### config.mk
export PLATFORM = sky130hd
export DESIGN_NAME = shake_length_tracker_flat
export DESIGN_NICKNAME = d
export VERILOG_FILES = /design/src/rtl/shake_length_tracker_pkg.sv /design/src/rtl/shake_length_tracker_if.sv /design/src/rtl/shake_length_tracker_sat_down_counter.sv /design/src/rtl/shake_length_tracker.sv /design/src/flat_wrapper.sv
export SDC_FILE = /design/constraint.sdc
export NUM_CORES = 1
export LEC_CHECK = 0
export ABC_AREA = 1
export BUFFER_PORTS_ARGS = -buffer_cell sky130_fd_sc_hd__buf_2
export CAP_MARGIN = 20
export CORE_UTILIZATION = 40
export DETAILED_ROUTE_END_ITERATION = 6
export PLACE_DENSITY = 0.74
export SLEW_MARGIN = 10
export SYNTH_ARGS = -nofsm -noshare
export SYNTH_HDL_FRONTEND = slang
export SYNTH_SLANG_ARGS = --single-unit
### constraint.sdc
create_clock -name clk -period 2.54 [get_ports clk]
set_input_delay 0.254 -clock clk [delete_from_list [all_inputs] [get_ports clk]]
set_output_delay 0.254 -clock clk [all_outputs]
set_load 0.03 [all_outputs]
### src/rtl/shake_length_tracker_pkg.sv
// Shared types and rate constants for the SHAKE absorb length tracker.
package shake_pkg;

    localparam int RATE128_WORDS = 21;
    localparam int RATE256_WORDS = 17;

    typedef enum logic {
        SHAKE128 = 1'b0,
        SHAKE256 = 1'b1
    } mode_t;

    typedef enum logic [1:0] {
        ST_IDLE,
        ST_RUN,
        ST_PAD,
        ST_DONE
    } tracker_state_t;

    function automatic int rate_words(mode_t m);
        return (m == SHAKE256) ? RATE256_WORDS : RATE128_WORDS;
    endfunction

endpackage

### src/rtl/shake_length_tracker_if.sv
// Load/advance handshake and status bus between the word stream and the tracker.
interface shake_length_tracker_if #(
    parameter int WIDTH          = 32,
    parameter int W              = 64,
    parameter int MAX_RATE_WORDS = 21
);
    localparam int IW = $clog2(MAX_RATE_WORDS);
    localparam int VW = $clog2(W + 1);

    logic             mode;
    logic [WIDTH-1:0] len_in;
    logic             len_valid;
    logic             len_ready;
    logic             advance;
    logic             abort;
    logic [WIDTH-1:0] remaining;
    logic [IW-1:0]    word_idx;
    logic [VW-1:0]    valid_bits;
    logic             last_word;
    logic             last_block;
    logic             block_end;
    logic             pad_phase;
    logic [WIDTH-1:0] block_count;
    logic             done;

    modport master (
        output mode, len_in, len_valid, advance, abort,
        input  len_ready, remaining, word_idx, valid_bits, last_word,
               last_block, block_end, pad_phase, block_count, done
    );

    modport slave (
        input  mode, len_in, len_valid, advance, abort,
        output len_ready, remaining, word_idx, valid_bits, last_word,
               last_block, block_end, pad_phase, block_count, done
    );

endinterface

### src/rtl/shake_length_tracker_sat_down_counter.sv
// Remaining-bits register: load, clear, and decrement by STEP that floors at zero.
module sat_down_counter #(
    parameter int WIDTH = 32,
    parameter int STEP  = 64
) (
    input  logic             clk,
    input  logic             rst,
    input  logic             clr,
    input  logic             load,
    input  logic             dec,
    input  logic [WIDTH-1:0] load_val,
    output logic [WIDTH-1:0] value
);
    localparam logic [WIDTH-1:0] STEP_V = WIDTH'(STEP);

    always_ff @(posedge clk) begin
        if (rst || clr)
            value <= '0;
        else if (load)
            value <= load_val;
        else if (dec)
            value <= (value < STEP_V) ? '0 : value - STEP_V;
    end

endmodule

### src/rtl/shake_length_tracker.sv
// Tracks message bits left in one SHAKE absorb pass and sequences the padding words/blocks.
module shake_length_tracker
    import shake_pkg::*;
#(
    parameter int WIDTH          = 32,
    parameter int W              = 64,
    parameter int MAX_RATE_WORDS = 21
) (
    input  logic                  clk,
    input  logic                  rst,
    shake_length_tracker_if.slave bus
);
    localparam int IW = $clog2(MAX_RATE_WORDS);
    localparam int VW = $clog2(W + 1);
    localparam int CW = (WIDTH > 11) ? WIDTH : 11;
    localparam logic [WIDTH-1:0] W_V = WIDTH'(W);

    tracker_state_t   state, state_d;
    mode_t            mode_q, mode_d;
    logic [IW-1:0]    idx_q, idx_d;
    logic [WIDTH-1:0] bc_q, bc_d;
    logic [WIDTH-1:0] rem;
    logic             cnt_load, cnt_dec, cnt_clr;
    logic             at_end, rem_le_w, rem_lt_w;
    logic [CW-1:0]    rem_cw, span_cw;

    sat_down_counter #(.WIDTH(WIDTH), .STEP(W)) u_rem (
        .clk      (clk),
        .rst      (rst),
        .clr      (cnt_clr),
        .load     (cnt_load),
        .dec      (cnt_dec),
        .load_val (bus.len_in),
        .value    (rem)
    );

    assign at_end   = (idx_q == IW'(rate_words(mode_q) - 1));
    assign rem_le_w = (rem <= W_V);
    assign rem_lt_w = (rem < W_V);

    // Bits still fitting in the current block; strict compare keeps an exact fill off last_block
    // since the pad byte then spills into a fresh block.
    assign rem_cw  = CW'(rem);
    assign span_cw = CW'(rate_words(mode_q) - int'(idx_q)) * CW'(W);

    always_ff @(posedge clk) begin
        if (rst) begin
            state  <= ST_IDLE;
            mode_q <= SHAKE128;
            idx_q  <= '0;
            bc_q   <= '0;
        end else begin
            state  <= state_d;
            mode_q <= mode_d;
            idx_q  <= idx_d;
            bc_q   <= bc_d;
        end
    end

    always_comb begin
        state_d  = state;
        mode_d   = mode_q;
        idx_d    = idx_q;
        bc_d     = bc_q;
        cnt_load = 1'b0;
        cnt_dec  = 1'b0;
        cnt_clr  = 1'b0;
        if (bus.abort) begin
            state_d = ST_IDLE;
            idx_d   = '0;
            bc_d    = '0;
            cnt_clr = 1'b1;
        end else begin
            unique case (state)
                ST_IDLE: if (bus.len_valid) begin
                    mode_d   = mode_t'(bus.mode);
                    idx_d    = '0;
                    bc_d     = '0;
                    cnt_load = 1'b1;
                    state_d  = (bus.len_in == '0) ? ST_PAD : ST_RUN;
                end
                ST_RUN: if (bus.advance) begin
                    cnt_dec = 1'b1;
                    idx_d   = at_end ? '0 : idx_q + IW'(1);
                    if (at_end)
                        bc_d = bc_q + WIDTH'(1);
                    // A short final word at block end has room for the pad byte.
                    if (rem_le_w)
                        state_d = (at_end && rem_lt_w) ? ST_DONE : ST_PAD;
                end
                ST_PAD: if (bus.advance) begin
                    if (at_end) begin
                        idx_d   = '0;
                        bc_d    = bc_q + WIDTH'(1);
                        state_d = ST_DONE;
                    end else begin
                        idx_d = idx_q + IW'(1);
                    end
                end
                ST_DONE: state_d = ST_IDLE;
                default: state_d = ST_IDLE;
            endcase
        end
    end

    assign bus.len_ready   = (state == ST_IDLE);
    assign bus.remaining   = rem;
    assign bus.word_idx    = idx_q;
    assign bus.block_count = bc_q;
    assign bus.valid_bits  = (state != ST_RUN) ? '0 : (rem_le_w ? VW'(rem) : VW'(W));
    assign bus.last_word   = (state == ST_RUN) && rem_le_w;
    assign bus.last_block  = (state == ST_RUN) ? (rem_cw < span_cw) : (state == ST_PAD);
    assign bus.block_end   = ((state == ST_RUN) || (state == ST_PAD)) && at_end;
    assign bus.pad_phase   = (state == ST_PAD);
    assign bus.done        = (state == ST_DONE);

endmodule

### src/flat_wrapper.sv
// flat-port wrapper written by rule: the top's interface ports become plain ports
module shake_length_tracker_flat import shake_pkg::*;
#(
    parameter int WIDTH          = 32,
    parameter int W              = 64,
    parameter int MAX_RATE_WORDS = 21
)
  (clk, rst, bus_mode, bus_len_in, bus_len_valid, bus_advance, bus_abort, bus_len_ready, bus_remaining, bus_word_idx, bus_valid_bits, bus_last_word, bus_last_block, bus_block_end, bus_pad_phase, bus_block_count, bus_done);
  shake_length_tracker_if #(.WIDTH(WIDTH), .W(W), .MAX_RATE_WORDS(MAX_RATE_WORDS)) bus_i ();
  input  logic clk;
  input  logic rst;
  input wire logic [$bits(bus_i.mode)-1:0] bus_mode;
  input wire logic [$bits(bus_i.len_in)-1:0] bus_len_in;
  input wire logic [$bits(bus_i.len_valid)-1:0] bus_len_valid;
  input wire logic [$bits(bus_i.advance)-1:0] bus_advance;
  input wire logic [$bits(bus_i.abort)-1:0] bus_abort;
  output wire logic [$bits(bus_i.len_ready)-1:0] bus_len_ready;
  output wire logic [$bits(bus_i.remaining)-1:0] bus_remaining;
  output wire logic [$bits(bus_i.word_idx)-1:0] bus_word_idx;
  output wire logic [$bits(bus_i.valid_bits)-1:0] bus_valid_bits;
  output wire logic [$bits(bus_i.last_word)-1:0] bus_last_word;
  output wire logic [$bits(bus_i.last_block)-1:0] bus_last_block;
  output wire logic [$bits(bus_i.block_end)-1:0] bus_block_end;
  output wire logic [$bits(bus_i.pad_phase)-1:0] bus_pad_phase;
  output wire logic [$bits(bus_i.block_count)-1:0] bus_block_count;
  output wire logic [$bits(bus_i.done)-1:0] bus_done;
  assign bus_i.mode = bus_mode;
  assign bus_i.len_in = bus_len_in;
  assign bus_i.len_valid = bus_len_valid;
  assign bus_i.advance = bus_advance;
  assign bus_i.abort = bus_abort;
  assign bus_len_ready = bus_i.len_ready;
  assign bus_remaining = bus_i.remaining;
  assign bus_word_idx = bus_i.word_idx;
  assign bus_valid_bits = bus_i.valid_bits;
  assign bus_last_word = bus_i.last_word;
  assign bus_last_block = bus_i.last_block;
  assign bus_block_end = bus_i.block_end;
  assign bus_pad_phase = bus_i.pad_phase;
  assign bus_block_count = bus_i.block_count;
  assign bus_done = bus_i.done;
  shake_length_tracker #(.WIDTH(WIDTH), .W(W), .MAX_RATE_WORDS(MAX_RATE_WORDS)) u_core (.clk(clk), .rst(rst), .bus(bus_i));
endmodule
==> results.sh <==
export IMPL_status="finished, violations left"
export IMPL_violations="negative setup slack"
export IMPL_antenna_found_initial=0
export IMPL_fin_worst_skew_ns=0.007152
export IMPL_stdcell_area_mm2=0.006560
export IMPL_switching_share_pct=35.12
export IMPL_die_w_um=116.5
export IMPL_routed_wl_um=15710
export IMPL_crit_arrival_ns=2.58
export IMPL_rr_startpoint="u_core.u_rem.value[7]$_SDFFE_PP0P_"
export IMPL_drive_gt1_share_pct=21.00
export IMPL_hold_viol=0
export IMPL_finalWeightedCongestion=0.8890
export IMPL_cts_buffer_depth=2
export IMPL_syn_inst=838
export IMPL_synth_compound_area_share_pct=17.45
export IMPL_maxCapViolCount=0
export IMPL_hold_class="input pin to register"
export IMPL_period_share_pct=111.7
export IMPL_intPower_mw=2.364
export IMPL_r2r_slack_ns=0.16
export IMPL_min_period_ns=2.836
export IMPL_dr_pass1_iters=5
export IMPL_min_from="rst"
export IMPL_antenna_left=0
export IMPL_whs_path_depth=2
export IMPL_finalSetupViolations=7
export IMPL_synth_simple_area_share_pct=35.78
export IMPL_utilization_pct=51.56
export IMPL_yosys_warnings=0
export IMPL_comb_power_share_pct=27.6
export IMPL_tightest_slew_ns=0.6110
export IMPL_ys_ff_latch=72
export IMPL_drt_iter0_markers=632
export IMPL_post_cts_buffers=0
export IMPL_layout_setup_ws_ns=-0.2961
export IMPL_drt_wirelength_per_cell_um=13.69
export IMPL_die_h_um=116.5
export IMPL_fmax_ghz=0.3526
export IMPL_report_final_slew_viol_count=0
export IMPL_io_pins=120
export IMPL_synth_xor_area_share_pct=1.671
export IMPL_p_leak_nw=3.076
export IMPL_hpwl_um=12040
export IMPL_cts_made_buffers=9
export IMPL_tns_ns=-0.6469
export IMPL_port_buffer_count=119
export IMPL_power_density_mw_per_mm2=555.3
export IMPL_cts_root_buf="clkbuf_16"
export IMPL_min_to="u_core.mode_q$_SDFFE_PP0P_"
export IMPL_vdd_drop_max_v=0.0003564
export IMPL_yosysSeqAreaShare_pct=27.49
export IMPL_synth_fa_ha_area_share_pct=8.974
export IMPL_cp_required_ns=2.29
export IMPL_ff2ff_path_depth=9
export IMPL_syn_to_final_growth_pct=25.13
export IMPL_grt_remaining_overflow=0
export IMPL_slew_headroom_pct=58.95
export IMPL_initial_utilization_pct=41.21
export IMPL_htree_levels=3
export IMPL_syn_avg_cell_area_um2=6.256
export IMPL_startpoint_type="register"
export IMPL_core_mm2=0.01272
export IMPL_grt_setup_unrepaired="true"
export IMPL_synth_distinct_cells=39
export IMPL_synth_area_mm2=0.005243
export IMPL_place_area_mm2=0.006123
export IMPL_r2r_end="u_core.u_rem.value[16]$_SDFFE_PP0P_"
export IMPL_grt_pass1_wl_um=25380
export IMPL_synth_area_mux_share_pct=0
export IMPL_dieArea_mm2=0.01357
export IMPL_syn_num_nets=913
export IMPL_clk_pin_slew_ns=0.07
export IMPL_antenna_cells=0
export IMPL_synth_top_family_by_area="simple AND/OR/NAND/NOR gates"
export IMPL_layout_nets=1046
export IMPL_p_clk_share_pct=39.3
export IMPL_num_rows=41
export IMPL_crit_type="register to output pin"
export IMPL_worstPathMaxFanout=6
export IMPL_power_frac_seq_pct=33.1
export IMPL_crit_path_end_kind="output pin"
export IMPL_drt_drc_violations_left=0
export IMPL_ctsHoldBuffers=0
export IMPL_grt_util_all_layers_pct=24.05
export IMPL_grt_pass1_vias=5117
export IMPL_routed_via_density=5.116
export IMPL_cts_tree="yes"
export IMPL_clk_insertion_delay_late_ns=0.35
export IMPL_clock_sinks=72
export IMPL_p_switching_mw=1.279
export IMPL_vias=5873
export IMPL_grt_max_degree=33
[power by group through the flow]
stage	combinational [mW]	sequential, mW	clock [mW]
detailed placement	0.954	1.23	0
finish	1.01	1.21	1.43
floorplan	0.646	1.27	0
CTS	0.977	1.20	1.45
global route	1.12	1.21	1.49
global placement	0.947	1.23	0
[metrics by stage]
stage	setup slack, ns	power [mW]	hold slack (ns)	cells
CTS	-0.3040	3.627	0.09141	1147
global route	-0.4190	3.826	0.1011	1148
finish	-0.2961	3.643	0.09727	1148
global placement	-0.09998	2.176	0.4641	1130
floorplan	0.01744	1.911	0.3325	838
detailed placement	-0.1760	2.183	0.4637	1130
[critical path, cell delays in order, from the launching register on]
cell and delay, ns:
dfxtp_4 0.34, inv_1 0.06, fa_2 0.40, nand2_2 0.12
nand2_4 0.10, ha_1 0.33, nand2_1 0.05, inv_1 0.06
buf_4 0.09, nand4_1 0.12, nor4_2 0.18, nand2_1 0.10
nand3_2 0.07, nand2_2 0.06, buf_6 0.14
[flip-flops by register name, summed over array words and instances, names as in the netlist]
register and cells:
u_core.bus.block_count 32, u_core.bus.word_idx 5, u_core.mode_q 1, u_core.state 2
u_core.u_rem.value 32
[cells by family (layout without fill, tap and decap cells)]
kind of cell	count (synthesis)	in the layout
adders and majority gates	37	37
AOI/OAI and AO/OA	169	169
xor gates and xnor gates	10	10
and+or+nand+nor	433	434
buffers and inverters	117	254
DFF	72	72
[area by class of cell]
type,instances,area (µm²)
Fill cell,1311,6162
Multi-Input combinational cell,650,3440
Sequential cell,72,1449
Timing Repair Buffer,137,737.0
Inverter,100,384.1
Clock buffer,9,225.2
Tap cell,172,215.2
Clock inverter,7,102.6
Timing Repair inverter,1,7.507
[placed cells by master (no fill, tap or decap), types with 5 or more instances in the layout]
master       n
nand3_1     47
nor2_1     134
nand2_1    187
nor2_2       7
dfxtp_1     70
xor2_1      10
buf_4       18
inv_2        7
nor3_1      16
a211oi_1     5
a21oi_1     95
ha_1        32
inv_1       90
clkbuf_16    9
nand2_4      5
buf_2      118
nand4_1     20
o21ai_0     49
[Yosys cell counts]
library cell	instances	area share [%]
nor2_8	1	0.38
buf_2	8	0.76
nor2_4	3	0.64
xor2_1	10	1.7
nor2_1	135	9.7
nand2_4	4	0.86
o21bai_1	2	0.29
nor3_2	1	0.19
or2_2	2	0.24
nor2_2	6	0.72
o211ai_1	1	0.14
o21ai_4	1	0.31
a2bb2oi_1	1	0.17
a31oi_4	1	0.41
dfxtp_1	72	27
o21a_1	1	0.14
nand4_1	20	2.4
o31ai_1	1	0.14
o21ai_2	1	0.17
nand2_1	191	14
nor3_1	16	1.5
o21ai_1	4	0.38
ha_1	36	8.6
inv_1	94	6.7
a31oi_1	2	0.24
clkbuf_1	8	0.57
nand3b_1	2	0.29
a21oi_2	1	0.17
a22oi_1	1	0.14
nand3_2	2	0.38
nand3_1	48	4.6
fa_1	1	0.38
a211oi_1	5	0.72
and3_1	1	0.12
inv_2	6	0.43
buf_4	1	0.14
a21oi_1	98	9.4
nor4_1	1	0.12
o21ai_0	49	4.7
[worst max path at each step]
stage	slack, ns	from	end	depth (start not counted)
6_report	-0.30	u_core.bus.word_idx[1]$_SDFFE_PP0P_	bus_last_block	14
5_1_grt	-0.42	u_core.bus.word_idx[2]$_SDFFE_PP0P_	bus_last_block	15
4_1_cts	-0.30	u_core.bus.word_idx[2]$_SDFFE_PP0P_	bus_last_block	16
3_5_place_dp	-0.18	u_core.bus.word_idx[2]$_SDFFE_PP0P_	bus_last_block	16
3_3_place_gp	-0.1	u_core.bus.word_idx[2]$_SDFFE_PP0P_	bus_last_block	16
2_1_floorplan	0.02	u_core.bus.word_idx[2]$_SDFFE_PP0P_	bus_last_block	15
[what timing repair did]
item,4_1_cts,5_1_grt
gates resized for setup,18,5
endpoints found under the setup margin,1,11
cloned,1,1
pin swaps,3,0
[layer usage]
metal / routed length [µm] / vias up / global-route usage [%] / share of wire (%)
met5: 0 / - / 0 / 0
met4: 314 / 0 / 8.974 / 2.0
met3: 1078 / 21 / 4.515 / 6.9
met2: 6527 / 198 / 34.64 / 42
met1: 7793 / 2631 / 35.16 / 50
li1: - / 3023 / - / -
(Power assumes the default switching activity.)
